$ cat src/rtl/syncword_correlator.sv
// Receive access-code correlator: slides the rx bit stream through a 64-bit window,
// Hamming-compares it against the mode-selected sync word and flags trailer start.
module syncword_correlator #(
    parameter int SYNC_W = 64,
    parameter int WIN_W  = 12
) (
    input  logic              clk_6M,
    input  logic              rstz,
    input  logic              p_1us,
    input  logic              rxbit,
    input  logic              corr_win_open,
    input  logic              corr_abort,
    input  logic              page,
    input  logic              inquiry,
    input  logic              conns,
    input  logic              ps,
    input  logic              mpr,
    input  logic              spr,
    input  logic              regi_inquiryDIAC,
    input  logic [SYNC_W-1:0] regi_syncword_CAC,
    input  logic [SYNC_W-1:0] regi_syncword_DAC,
    input  logic [SYNC_W-1:0] regi_syncword_DIAC,
    input  logic [SYNC_W-1:0] regi_syncword_GIAC,
    input  logic [6:0]        regi_corr_thresh,
    input  logic [WIN_W-1:0]  regi_search_win,
    input  logic [27:0]       CLK,
    output logic              rx_trailer_st_p,
    output logic              sync_found_p,
    output logic              sync_timeout_p,
    output logic              searching,
    output logic [6:0]        corr_errcnt,
    output logic [27:0]       found_clk
);

    // state  | meaning
    // IDLE   | no search in progress
    // SEARCH | shifting bits, comparing one cycle after each sample
    // MATCH  | sync word accepted, waiting for the first trailer sample
    // FOUND  | trailer start issued, returns to IDLE next cycle
    localparam logic [1:0] IDLE   = 2'd0;
    localparam logic [1:0] SEARCH = 2'd1;
    localparam logic [1:0] MATCH  = 2'd2;
    localparam logic [1:0] FOUND  = 2'd3;

    logic [1:0]        r_state;
    logic [SYNC_W-1:0] r_shreg;
    logic [6:0]        r_bitcnt;
    logic [WIN_W-1:0]  r_wincnt;
    logic              r_cmp_pend;
    logic              r_found_p;
    logic              r_timeout_p;
    logic [6:0]        r_errcnt;
    logic [27:0]       r_found_clk;

    logic              w_dac_mode;
    logic              w_inq_mode;
    logic [SYNC_W-1:0] w_sw;
    logic [SYNC_W-1:0] w_diff;
    logic [6:0]        w_err;
    logic              w_match;
    logic              w_timeout;

    // Inquiry and "no mode active" both fall back to the inquiry access codes.
    assign w_dac_mode = ~conns & (page | ps | mpr | spr);
    assign w_inq_mode = ~conns & ~w_dac_mode & (inquiry | ~(page | ps | mpr | spr));

    always_comb begin
        w_sw = regi_syncword_CAC;
        if (w_dac_mode) begin
            w_sw = regi_syncword_DAC;
        end else if (w_inq_mode) begin
            w_sw = regi_inquiryDIAC ? regi_syncword_DIAC : regi_syncword_GIAC;
        end
    end

    assign w_diff = r_shreg ^ w_sw;

    always_comb begin
        w_err = '0;
        for (int i = 0; i < SYNC_W; i++) begin
            w_err = w_err + {6'd0, w_diff[i]};
        end
    end

    assign w_match   = (r_bitcnt == 7'd64) && (w_err <= regi_corr_thresh);
    assign w_timeout = (regi_search_win != '0) && (r_wincnt == regi_search_win);

    // Timeout is resolved in the compare cycle so a match on the same sample can win.
    always_ff @(posedge clk_6M or negedge rstz) begin
        if (!rstz) begin
            r_state     <= IDLE;
            r_shreg     <= '0;
            r_bitcnt    <= '0;
            r_wincnt    <= '0;
            r_cmp_pend  <= 1'b0;
            r_found_p   <= 1'b0;
            r_timeout_p <= 1'b0;
            r_errcnt    <= '0;
            r_found_clk <= '0;
        end else begin
            r_found_p   <= 1'b0;
            r_timeout_p <= 1'b0;
            r_cmp_pend  <= 1'b0;
            if (corr_abort) begin
                r_state <= IDLE;
            end else if (corr_win_open) begin
                r_state  <= SEARCH;
                r_shreg  <= '0;
                r_bitcnt <= '0;
                r_wincnt <= '0;
            end else begin
                case (r_state)
                    IDLE: begin
                        r_state <= IDLE;
                    end
                    SEARCH: begin
                        if (p_1us) begin
                            r_shreg    <= {r_shreg[SYNC_W-2:0], rxbit};
                            r_cmp_pend <= 1'b1;
                            if (r_bitcnt != 7'd64) begin
                                r_bitcnt <= r_bitcnt + 7'd1;
                            end
                            if (r_wincnt != '1) begin
                                r_wincnt <= r_wincnt + 1'b1;
                            end
                        end else if (r_cmp_pend) begin
                            if (w_match) begin
                                r_state   <= MATCH;
                                r_errcnt  <= w_err;
                                r_found_p <= 1'b1;
                            end else if (w_timeout) begin
                                r_state     <= IDLE;
                                r_timeout_p <= 1'b1;
                            end
                        end
                    end
                    MATCH: begin
                        if (p_1us) begin
                            r_state     <= FOUND;
                            r_found_clk <= CLK;
                        end
                    end
                    FOUND: begin
                        r_state <= IDLE;
                    end
                    default: begin
                        r_state <= IDLE;
                    end
                endcase
            end
        end
    end

    assign rx_trailer_st_p = (r_state == MATCH) & p_1us & ~corr_abort & ~corr_win_open;
    assign sync_found_p    = r_found_p;
    assign sync_timeout_p  = r_timeout_p;
    assign searching       = (r_state == SEARCH);
    assign corr_errcnt     = r_errcnt;
    assign found_clk       = r_found_clk;

endmodule

$ cat config.mk
export PLATFORM = sky130hd
export DESIGN_NAME = syncword_correlator
export DESIGN_NICKNAME = d
export VERILOG_FILES = /design/src/rtl/syncword_correlator.sv
export SDC_FILE = /design/constraint.sdc
export NUM_CORES = 1
export LEC_CHECK = 0
export BUFFER_PORTS_ARGS = -buffer_cell sky130_fd_sc_hd__buf_2
export CELL_PAD_IN_SITES_DETAIL_PLACEMENT = 0
export CELL_PAD_IN_SITES_GLOBAL_PLACEMENT = 1
export CORE_ASPECT_RATIO = 1.75
export CORE_MARGIN = 8
export CORE_UTILIZATION = 40
export CTS_BUF_LIST = sky130_fd_sc_hd__clkbuf_16
export DETAILED_ROUTE_END_ITERATION = 12
export HOLD_SLACK_MARGIN = 0.1
export PLACE_DENSITY = 0.91
export RECOVER_POWER = 50
export REMOVE_ABC_BUFFERS = 1
export SYNTH_ARGS = -nofsm -noshare
export SYNTH_HDL_FRONTEND = slang
export SYNTH_SLANG_ARGS = --single-unit
$ cat constraint.sdc
create_clock -name clk_6M -period 12.73 [get_ports clk_6M]
set_input_delay 1.9095 -clock clk_6M [delete_from_list [all_inputs] [get_ports clk_6M]]
set_output_delay 1.9095 -clock clk_6M [all_outputs]
set_load 0.03 [all_outputs]
======== After elaboration in Yosys (flattened, before gate mapping) ========
Cells that the tools add are included.
operators by class
  add/subtract/negate cells ............... 65
  div/mod/pow operators ................... 0
  shift operators ......................... 0
  order comparisons ....................... 1
  eq/ne operators ......................... 11
  bitwise operators ....................... 17
  multiplexer cells ....................... 39
  reductions and logical operators ........ 15
  multiply operators ...................... 0
operators with widths
  cell                                                              number
  7-bit by 1-bit adder with 7-bit output                            57
  64-bit two-way mux                                                6
  64-bit bitwise XOR                                                1
  12-bit two-way mux                                                4
  7-bit two-way mux                                                 4
  1-bit two-way mux                                                 17
  4-bit AND reduction                                               4
  2-bit two-way mux                                                 7
  12-bit by 1-bit adder with 12-bit output (second input constant)  1
  12-bit == test                                                    1
  12-bit inequality test (second input constant)                    1
  12-bit nonzero test                                               1
  4-bit inequality test (second input constant)                     2
  2-bit nonzero test                                                4
  6-bit by 1-bit adder with 7-bit output                            1
  7-bit by 1-bit adder with 7-bit output (second input constant)    1
  7-bit == test (second input constant)                             1
  7-bit less-or-equal comparator                                    1
  7-bit inequality test (second input constant)                     1
  5-bit by 1-bit adder with 6-bit output                            1
  1-bit AND                                                         6
  1-bit NOT                                                         6
  2-bit one-hot mux with 3 select lines                             1
  6-bit AND reduction                                               1
  13 further kinds                                                  18
word-level totals
  logic and storage cells ................. 157
  output and inout port bits .............. 39
  RAM bits ................................ 0
  input bits .............................. 316
  memory bits (read-only) ................. 0
  latch bits .............................. 0
  memories kept ........................... 0
  register bits after elaboration ......... 123

======== Depth between registers and ports, before layout ========
  word-level depth ........................ 81
  mapped depth ............................ 33
  mapped depth without buffers ............ 31

======== Least setup slack after synthesis ========
No wires, ideal clock.
  path type ............................... input -> register
  start point ............................. input port spr
  end point ............................... register r_errcnt[0] (netlist: corr_errcnt[0])
  slack ................................... 2.878 ns
  arrival ................................. 9.727 ns
  buffers on the path ..................... 2
  required time ........................... 12.605 ns
  library setup time ...................... 0.125 ns
  stages on the path ...................... 32
  path through ............................ nor4_2 > buf_2 > buf_4 > nor2_1 > a211oi_1 > a21oi_1 > xor2_1 > fa_1 > inv_1 > fa_1 > inv_1 > fa_1 > inv_1 > fa_1 > fa_1 > fa_1 > inv_1 > fa_1 > fa_1 > inv_1 > ha_1 > fa_1 > a21oi_1 > o21ai_0 > o21ai_0 > nand2b_1 > ha_1 > nand4_1 > a21oi_1 > o32ai_2 > nand3_2 > mux2_2
between the ends
  word-level cells in the longest chain between the ends .. 74
  elaborated cells on any way between the ends .. 76
  those cells by class .................... 63 x add/sub; 1 x order compare; 2 x mux; 8 x bitwise; 2 x reduce/logical
RTL lines
  element                                                line    RTL
  from (decl)                                            18      input logic spr,
  1-bit OR (*)                                           64, 65
  1-bit AND                                              64      assign w_dac_mode = ~conns & (page | ps | mpr | spr);
  1-bit NOT                                              65      assign w_inq_mode = ~conns & ~w_dac_mode & (inquiry | ~(page | ps | mpr | spr));
  1-bit AND (2 in series)                                65
  64-bit two-way mux                                     71      end else if (w_inq_mode) begin
  64-bit two-way mux (*)                                 69      if (w_dac_mode) begin
  64-bit bitwise XOR (*)                                 76      assign w_diff = r_shreg ^ w_sw;
  1-bit by 1-bit adder with 2-bit output                 81      w_err = w_err + {6'd0, w_diff[i]};
  (+3 left out)                                          --
  5-bit by 1-bit adder with 6-bit output                 81
  6-bit by 1-bit adder with 7-bit output                 81
  7-bit by 1-bit adder with 7-bit output (56 in series)  81
  7-bit by 1-bit adder with 7-bit output (*)             81
  net w_err[6]                                           59      logic [6:0] w_err;
  7-bit less-or-equal comparator (*)                     85      assign w_match = (r_bitcnt == 7'd64) && (w_err <= regi_corr_thresh);
  1-bit logical AND (*)                                  85
  6-bit AND reduction (no source line) (*)               --
  to (signal assigned)                                   129     r_errcnt <= w_err;
  to (decl)                                              52      logic [6:0] r_errcnt;
Mark *: on every way through the listed nets, which the timed path passes. The rest lies on a longest branch.
A chain may end at the register's enable or synchronous reset.

======== Worst setup path after layout ========
  start point ............................. input port spr
  end point ............................... register r_errcnt[2] (netlist: corr_errcnt[2])
The elaborated chain is that of the path after synthesis.

==> qor.yml <==
crit_required_ns: 13.02
hp-class: "register to register"
min_path_cells: 2
path_common_cell: "fa_1"
setup_viol: 0
dp_slack_ns: 1.672
grt_pass1_wl_mm: 43.81
final_area_um2: 11680
routed-via-count: 8072
wire_per_inst_um: 17.54
ys_async_sr_fraction: 1.000
crit_start: "spr"
grt_max_degree: 129
post_cts_resized: 0
crit_path_end_kind: "register"
ys_types: 44
port_buffers: 353
pin_count: 355
die_x_um: 130.6
synth_edf_count: 0
fillers: 2208
r2r-start: "r_shreg[45]"
synthFlopType: "dfrtp_1"
num-nets-final: 1672
fin_setup_tns_ns: 0
drc: 0
cts_buffer_depth: 2
worstReg2RegEnd: "corr_errcnt[2]"
dr.pass1.iters: 5
wl_met1_mm: 10.23
min_period_over_period: 0.8327
die_h_um: 216.5
status: "complete, but fails checks"
slew_viol_final: 192
fin_ws_ns: 2.129
path_buf_inv: 7
path_delay_family: "adder cells"
final_cell_mix: "buf_2 (313), dfrtp_1 (123), nand2_1 (98)"
num_rows: 73
drive_above_1_share: 0.2806
rrSetupSlack_ns: 4.58
dpl.hpwl_mm: 22.11
finish.utilization: 0.5155
skew_ns: 0.009206
place_area_um2: 11130
hold_start: "found_clk[10]"
initial_core_util: 0.4055
antennaDiodeCount: 0
place.gp.congestion: 0.8217
ant_nets: 0
dr_wl_met3_mm: 1.863
syn_inst: 961
routed_wl_mm: 27.89
met2_length_mm: 15.29
cts_hold_buf: 0
yosys_warnings: 0
grt_pass1_vias: 8555
violations: "max-capacitance violations, max-slew violations"
worstSkewPairLatency_ns: 0.42
post_cts_buffers: 0
routed.top_layer: "met4"
synth-seq-cells: 123
area_delta_synth_final_pct: 27.12
clk_transition_reported_paths_ns: 0.06
die-area_um2: 28260
final_common_cell: "buf_2"
rr_worst_depth: 25
slew_headroom: -1.279
critPathKind: "input port to register"
antenna_found_initial: 0
crit_fanout: 128
h-tree-depth: 4
timing_hold_violations_final: 0
slowest_delay_ns: 0.58
overflow: 0
core_area_um2: 22650
cp-start-kind: "input port"
grt_usage: 0.1982
holdPathEnd: "found_clk[10]"
tritoncts: "yes"
rsz0062_at_grt: "no"
syn_area_um2: 9185
slowest_stage: "fa_1"
cts.sinks: 123
via_per_inst: 5.077
postSynthAreaPerCell_um2: 9.558
min_period_ns: 10.60
cts_buffers: 17
max_freq_ghz: 0.09434
synth_seq_area_share: 0.3351
worst_pin_slew_ns: 3.418
cp.arrival_ns: 10.89
maxCapViolations: 3
drt_iter0_drc: 349
cts_root_buffer: "clkbuf_16"
[cell families (layout without fill, tap and decap cells)]
| logic type | after synthesis | after routing | share of synthesized area |
|---|---|---|---|
| buffers and inverters | 136 | 465 | 0.06293 |
| adders and majority gates | 79 | 79 | 0.1518 |
| and+or+nand+nor | 239 | 239 | 0.1154 |
| xor gates and xnor gates | 91 | 91 | 0.08677 |
| muxes | 73 | 73 | 0.08064 |
| AOI/OAI and AO/OA | 220 | 220 | 0.1674 |
| DFF | 123 | 123 | 0.3351 |
[flip-flops by register name, indices dropped and copies added (netlist names), 2 cells and up]
| signal | count |
|---|---|
| r_state | 2 |
| r_wincnt | 12 |
| found_clk | 28 |
| corr_errcnt | 7 |
| r_bitcnt | 7 |
| r_shreg | 64 |
[through the flow]
stage	hold WS, ns	std cells
2_1_floorplan	0.4868	898
3_3_place_gp	0.4521	1558
3_5_place_dp	0.4571	1558
4_1_cts	0.4716	1590
5_1_grt	0.4817	1590
6_report	0.4691	1590
[worst register-to-register path, stage by stage (launching register included)]
cell and delay, ns:
dfrtp_1 0.40, xor2_1 0.19, fa_1 0.55, inv_1 0.06, fa_1 0.54, inv_1 0.06
fa_1 0.53, inv_1 0.08, fa_1 0.49, fa_1 0.55, fa_1 0.58, inv_1 0.07
fa_1 0.50, fa_1 0.55, inv_1 0.05, ha_1 0.22, fa_1 0.40, a21oi_1 0.20
o21ai_0 0.15, a21oi_1 0.24, ha_1 0.30, a211oi_1 0.24, nor2_1 0.09, o32ai_2 0.36
nand3_2 0.28, mux2_2 0.34
[cells in the mapped netlist, types with 2 or more instances]
cell type | n | share of area
xnor2_1 | 52 | 0.050
nor2_1 | 83 | 0.034
a21oi_1 | 72 | 0.039
nand2b_1 | 5 | 0.0034
a211oi_1 | 65 | 0.053
nor4_1 | 16 | 0.011
nor3_1 | 8 | 0.0044
clkbuf_1 | 20 | 0.0082
xor2_1 | 39 | 0.037
dfrtp_1 | 123 | 0.34
o21ai_0 | 10 | 0.0054
mux2i_1 | 65 | 0.071
buf_4 | 5 | 0.0041
buf_1 | 9 | 0.0037
buf_2 | 26 | 0.014
nand2_1 | 98 | 0.040
ha_1 | 25 | 0.034
inv_1 | 73 | 0.030
fa_1 | 54 | 0.12
a21o_1 | 2 | 0.0016
nand3_1 | 7 | 0.0038
mux2_2 | 8 | 0.0098
nor2b_1 | 2 | 0.0014
and2_1 | 2 | 0.0014
buf_6 | 2 | 0.0025
nor3b_1 | 2 | 0.0016
nand4_1 | 5 | 0.0034
nand3b_1 | 2 | 0.0016
and3_1 | 2 | 0.0014
a22o_1 | 65 | 0.062
[how the worst max path moves through the flow]
stage               cells past startpoint             end
finish                                 31  corr_errcnt[2]
floorplan                              29  corr_errcnt[0]
global placement                       31  corr_errcnt[0]
global route                           31  corr_errcnt[2]
CTS                                    31  corr_errcnt[2]
detailed placement                     30  corr_errcnt[2]
[routing by layer]
| layer | vias up | GRT usage |
|---|---|---|
| met5 | - | 0 |
| met4 | 0 | 0.05848 |
| met3 | 36 | 0.04475 |
| met2 | 252 | 0.3608 |
| met1 | 3835 | 0.2213 |
| li1 | 3949 | - |
[cell type report]
| class | count | area (um^2) | share of cell area |
|---|---|---|---|
| clock buffers | 17 | 425.4 | 0.03643 |
| clock inverters | 15 | 182.7 | 0.01565 |
| inverters | 73 | 274.0 | 0.02347 |
| multi-input cells | 702 | 5547 | 0.4750 |
| flip-flops and latches | 123 | 3078 | 0.2636 |
| well taps | 300 | 375.4 | 0.03215 |
| repair buffers | 360 | 1794 | 0.1537 |
Power is left out: the tool's default activity adds up to more than one toggle a clock period on the data nets, which glitch-free logic cannot reach.
